File: config.mk
export PLATFORM = sky130hd
export DESIGN_NAME = csi2_pkt_gen
export DESIGN_NICKNAME = d
export VERILOG_FILES = /design/src/rtl/csi2_pkt_gen.sv
export SDC_FILE = /design/constraint.sdc
export NUM_CORES = 1
export LEC_CHECK = 0
export ABC_CLOCK_PERIOD_IN_PS = 4400
export CAP_MARGIN = 20
export CORE_UTILIZATION = 55
export CTS_CLUSTER_DIAMETER = 30
export DETAILED_ROUTE_END_ITERATION = 12
export GPL_ROUTABILITY_DRIVEN = 0
export PLACE_DENSITY = 0.77
export SLEW_MARGIN = 10
export SYNTH_ARGS = -nofsm -noshare
export SYNTH_HDL_FRONTEND = slang
export SYNTH_SLANG_ARGS = --single-unit
File: constraint.sdc
create_clock -name clk_i -period 4.4 [get_ports clk_i]
set_input_delay 0.66 -clock clk_i [delete_from_list [all_inputs] [get_ports clk_i]]
set_output_delay 0.66 -clock clk_i [all_outputs]
set_load 0.01 [all_outputs]
File: src/rtl/csi2_pkt_gen.sv
// CSI-2 transmit packet generator: wraps AXI4-Stream line payload into
// FS / long packet (header, payload, CRC-16 footer) / FE 32-bit words.
module csi2_pkt_gen #(
  parameter logic [5:0] DATA_TYPE = 6'h2B,
  parameter logic [1:0] VC        = 2'd0
) (
  input  logic        clk_i,
  input  logic        rst_n_i,
  input  logic        enable_i,
  input  logic [15:0] word_count_i,
  input  logic [15:0] lines_i,
  input  logic [31:0] pkt_i_tdata,
  input  logic        pkt_i_tvalid,
  output logic        pkt_i_tready,
  input  logic        pkt_i_tuser,
  input  logic        pkt_i_tlast,
  output logic [31:0] pkt_o_tdata,
  output logic        pkt_o_tvalid,
  input  logic        pkt_o_tready,
  output logic [3:0]  pkt_o_tstrb,
  output logic        pkt_o_tlast,
  output logic        length_err_o
);

  typedef enum logic [2:0] {IDLE, FS, HDR, PAYLOAD, CRC, FE} state_t;

  state_t      state;
  logic [15:0] frame_num, lines, line_cnt, wc, byte_cnt, crc;
  logic        pad, drain;
  logic        adv, take_data, data_fire, payload_last, more_lines;
  logic [31:0] data_word;

  function automatic logic [7:0] ecc(input logic [23:0] h);
    logic [5:0] p;
    p[0] = ^(h & 24'hF12CB7);
    p[1] = ^(h & 24'hF2555B);
    p[2] = ^(h & 24'h749A6D);
    p[3] = ^(h & 24'hB8E38E);
    p[4] = ^(h & 24'hDF03F0);
    p[5] = ^(h & 24'hEFFC00);
    return {2'b00, p};
  endfunction

  function automatic logic [31:0] pkt_hdr(input logic [7:0] di, input logic [15:0] field);
    return {ecc({field, di}), field, di};
  endfunction

  // Reflected CCITT, bits taken in wire order: byte0 first, LSB first.
  function automatic logic [15:0] crc_upd(input logic [15:0] c, input logic [31:0] w);
    logic [15:0] r;
    r = c;
    for (int unsigned i = 0; i < 32; i++)
      r = (r[0] ^ w[i]) ? ((r >> 1) ^ 16'h8408) : (r >> 1);
    return r;
  endfunction

  // State names the word currently held in the output register; each
  // transition loads the next word, so the stream runs without bubbles.
  assign adv          = !pkt_o_tvalid || pkt_o_tready;
  assign take_data    = (state == HDR && wc != '0) || (state == PAYLOAD && byte_cnt != wc);
  assign payload_last = (16'(byte_cnt + 16'd4) == wc);
  assign more_lines   = ({1'b0, line_cnt} + 17'd1) < {1'b0, lines};
  assign data_fire    = take_data && adv && (pad || pkt_i_tvalid);
  assign data_word    = pad ? '0 : pkt_i_tdata;

  always_comb begin
    pkt_i_tready = 1'b0;
    if (rst_n_i) begin
      case (state)
        IDLE:    pkt_i_tready = pkt_i_tvalid && !pkt_i_tuser;
        CRC:     pkt_i_tready = drain;
        default: pkt_i_tready = take_data && !pad && adv;
      endcase
    end
  end

  always_ff @(posedge clk_i or negedge rst_n_i) begin
    if (!rst_n_i) begin
      state        <= IDLE;
      pkt_o_tvalid <= 1'b0;
      pkt_o_tdata  <= '0;
      pkt_o_tstrb  <= '0;
      pkt_o_tlast  <= 1'b0;
      length_err_o <= 1'b0;
      frame_num    <= 16'h0001;
      lines        <= '0;
      line_cnt     <= '0;
      wc           <= '0;
      byte_cnt     <= '0;
      crc          <= '1;
      pad          <= 1'b0;
      drain        <= 1'b0;
    end else begin
      length_err_o <= 1'b0;
      if (adv) pkt_o_tvalid <= 1'b0;
      case (state)
        IDLE: begin
          if (adv && enable_i && pkt_i_tvalid && pkt_i_tuser) begin
            pkt_o_tvalid <= 1'b1;
            pkt_o_tdata  <= pkt_hdr({VC, 6'h00}, frame_num);
            pkt_o_tstrb  <= 4'hF;
            pkt_o_tlast  <= 1'b1;
            lines        <= lines_i;
            line_cnt     <= '0;
            state        <= FS;
          end
        end
        FS: begin
          if (adv) begin
            pkt_o_tvalid <= 1'b1;
            pkt_o_tdata  <= pkt_hdr({VC, DATA_TYPE}, word_count_i);
            pkt_o_tstrb  <= 4'hF;
            pkt_o_tlast  <= 1'b0;
            wc           <= word_count_i;
            byte_cnt     <= '0;
            crc          <= '1;
            state        <= HDR;
          end
        end
        HDR, PAYLOAD: begin
          if (take_data) begin
            if (data_fire) begin
              pkt_o_tvalid <= 1'b1;
              pkt_o_tdata  <= data_word;
              pkt_o_tstrb  <= 4'hF;
              pkt_o_tlast  <= 1'b0;
              crc          <= crc_upd(crc, data_word);
              byte_cnt     <= 16'(byte_cnt + 16'd4);
              state        <= PAYLOAD;
              if (payload_last) begin
                pad <= 1'b0;
                if (!pad && !pkt_i_tlast) begin
                  length_err_o <= 1'b1;
                  drain        <= 1'b1;
                end
              end else if (!pad && pkt_i_tlast) begin
                length_err_o <= 1'b1;
                pad          <= 1'b1;
              end
            end
          end else if (adv) begin
            pkt_o_tvalid <= 1'b1;
            pkt_o_tdata  <= {16'h0000, crc};
            pkt_o_tstrb  <= 4'h3;
            pkt_o_tlast  <= 1'b1;
            state        <= CRC;
          end
        end
        CRC: begin
          if (drain && pkt_i_tvalid && pkt_i_tlast) drain <= 1'b0;
          if (adv) begin
            if (more_lines) begin
              if (!drain) begin
                pkt_o_tvalid <= 1'b1;
                pkt_o_tdata  <= pkt_hdr({VC, DATA_TYPE}, word_count_i);
                pkt_o_tstrb  <= 4'hF;
                pkt_o_tlast  <= 1'b0;
                wc           <= word_count_i;
                byte_cnt     <= '0;
                crc          <= '1;
                line_cnt     <= 16'(line_cnt + 16'd1);
                state        <= HDR;
              end
            end else begin
              pkt_o_tvalid <= 1'b1;
              pkt_o_tdata  <= pkt_hdr({VC, 6'h01}, frame_num);
              pkt_o_tstrb  <= 4'hF;
              pkt_o_tlast  <= 1'b1;
              drain        <= 1'b0;
              state        <= FE;
            end
          end
        end
        FE: begin
          if (adv) begin
            frame_num <= (frame_num == 16'hFFFF) ? 16'h0001 : 16'(frame_num + 16'd1);
            state     <= IDLE;
          end
        end
        default: state <= IDLE;
      endcase
    end
  end

endmodule
==> out/metrics.yaml <==
final_layout:
  seq_area_sq_um: 3420
  finish.utilization_pct: 68.2
  fillers: 1316
  diodes: 0
  multi_input_area_sq_um: 5680
  drive_gt1_share_pct: 12.2
  area_delta_synth_final_pct: 20.6
  fin_nets: 1188
  design_area_sq_um: 11300
synth:
  syn-num-nets: 1092
  synth_area_per_cell_sq_um: 9.45
  synth_edf_count: 0
  ys_warn_count: 0
  synth-seq-area-share_pct: 36.4
  async_flop_share_pct: 100
  post_synth_num_cell_types: 63
  synth_ff_type: "dfrtp_1"
  synth_top_area_cell: "dfrtp_1"
  synthTopCellsByArea: "dfrtp_1, xnor2_1, xor2_1"
  syn_inst: 996
  yosysMostFrequentCell: "xnor2_1"
  synth-seq-cells: 136
  synth_top_cells_by_count: "xnor2_1, dfrtp_1, nand2_1, nor2_1, o21ai_0"
  syn_area_sq_um: 9410
  synth_top_area_share_pct: 31.7
sta:
  slew_headroom_pct: 40.2
  setup_tns_ns: 0
  fin_crit_sh_pct: 92.2
  finalCriticalPeriod_ns: 4.06
  setup_violations: 0
  hold_ws_ns: 0.114
  finalHoldViolCount: 0
  tightest_slew_ns: 0.890
  fmax_ghz: 0.247
  grt_setup_unrepaired: "false"
  report.final.slew_viol_count: 0
  skew_ns: 0.0110
die:
  start_util_pct: 56.5
  core_area_sq_um: 16600
  rows: 47
  die_x_um: 133
  dieArea_sq_um: 17600
  pin_count: 111
  die_h_um: 133
global_routing:
  grt_max_degree: 57
  antenna_found_initial: 0
  grt_pass1_wl_mm: 40.6
  grt_util_met3_pct: 5.21
  globalRoute.busiestLayer: "met2"
  grt-ovfl-total: 0
  grtUsageTotal_pct: 29.8
  first_global_vias: 7599
  met1_usage_pct: 40.2
  grt.met2_usage_pct: 46.4
worst_setup_path:
  critical_path.cell_chain: "ha_1, nand3_1, nor2_1, and3_1, nand3_1, xnor2_1, ha_1, a21o_1, a21oi_1, nor2b_1, o311a_1, o21ai_1, buf_4, a21o_1, buf_4, nand2_1, a221oi_1, o21ai_0"
  crit_path_end_kind: "flop"
  crit_type: "reg2reg"
  cp_slowest_stage_delay_ns: 0.43
  cp_data_required_time_ns: 4.69
  crit_family: "compound AO/OA/AOI/OAI gates"
  crit_buf_inv: 2
  critPathLaunchType: "flop"
  crit_slowest_cell: "dfrtp_1"
  cp.arrival_ns: 4.35
  critPathMaxFanout: 10
place:
  hpwlAfterDp_mm: 18.8
  port_buffers: 110
  place_area_sq_um: 10700
routing:
  wl_per_cell_um: 19.4
  firstDrtPassIters: 5
  antenna_left: 0
  vias_per_cell: 5.94
  drt_first_iter_violations: 701
  num_vias: 7873
  routed_wl_mm: 25.7
  drc_errors: 0
clock_network:
  cts.sinks: 136
  clock_latency_ns: 0.43
  htree_levels: 4
  root_buffer: "clkbuf_16"
  clk_pin_slew_ns: 0.06
  hold_buffers: 0
  postCtsSetupBuffers: 0
  cts_tree: "done"
  clock_tree.buffer_depth: 2
  numCtsBuffers: 17
  cts_resized: 0
hold_path:
  hold_class: "in2async"
outcome:
  outcome: "finished, final reports clean"
run:
  max_cap_viol_count: 0
final timing paths:
path	startpoint	end	slack (ns)	cells after the start
setup / recovery	line_cnt[0]	pkt_o_tdata[29]	0.34	18
setup reg to reg	line_cnt[0]	pkt_o_tdata[29]	0.34	18
min in group clk_i	pkt_o_tdata[6]	pkt_o_tdata[6]	0.48	1
max in group asynchronous	rst_n_i	pkt_o_tdata[28]	3.24	2
hold / removal	rst_n_i	line_cnt[4]	0.11	1
hold reg to reg	pkt_o_tdata[6]	pkt_o_tdata[6]	0.48	1
per-layer routing:
layer | up-vias | routed length, um
li1 | 3653 | -
met1 | 3774 | 11200
met2 | 373 | 11600
met3 | 73 | 1770
met4 | 0 | 1060
met5 | - | 0
state kept, by name, indices dropped and copies added, names as in the netlist:
name	flops
byte_cnt	14
crc	16
drain	1
frame_num	16
length_err_o	1
line_cnt	16
lines	16
pad	1
pkt_o_tdata	32
pkt_o_tlast	1
pkt_o_tstrb	2
pkt_o_tvalid	1
state	3
wc	16
final cells by class:
| cell class | count | area share [%] |
|---|---|---|
| multi-input combinational | 782 | 50.1 |
| sequential | 136 | 30.2 |
| timing repair buffer | 129 | 11.1 |
| clock buffer | 23 | 4.39 |
| tap | 220 | 2.43 |
| clock inverter | 9 | 0.981 |
| inverter | 26 | 0.860 |
cell usage in the layout, fill, tap and decap left out, types with 8 or more instances in the layout:
cell	synthesis	final
xnor2_2	14	14
and3_1	19	19
nand3_1	33	33
ha_1	25	25
dfstp_2	17	17
mux2_2	22	22
nand2_1	83	83
o31ai_1	13	12
nor2_1	83	83
nor3_1	9	8
or3b_2	8	8
nand2b_1	11	11
inv_1	24	24
xnor2_1	126	126
a21oi_1	57	57
a32o_1	12	12
dfrtp_1	119	119
a21o_1	15	15
clkdlybuf4s50_1	0	109
xor2_1	63	63
clkbuf_16	0	17
o21ai_0	64	64
nor2b_1	14	14
buf_4	3	18
cells by family (layout without fill, tap and decap cells):
| group | count (synthesis) | in the layout | share of synthesized area, % |
|---|---|---|---|
| AO/OA/AOI/OAI | 224 | 224 | 15.4 |
| XOR/XNOR | 218 | 218 | 23.8 |
| adder cells (fa/ha/maj) | 25 | 25 | 3.32 |
| buffers and inverters | 78 | 187 | 3.42 |
| flip-flops | 136 | 136 | 36.4 |
| multiplexers | 22 | 22 | 2.63 |
| AND/OR/NAND/NOR | 293 | 293 | 15.0 |
per-stage QoR:
stage,std cells,setup WS (ns)
after floorplan,996,0.638
after global placement,1292,0.578
after detailed placement,1293,0.461
after CTS,1325,0.412
after global routing,1325,0.0393
final,1325,0.344
Power is left out: the tool's default activity adds up to more than one toggle a clock period on the data nets, which glitch-free logic cannot reach.
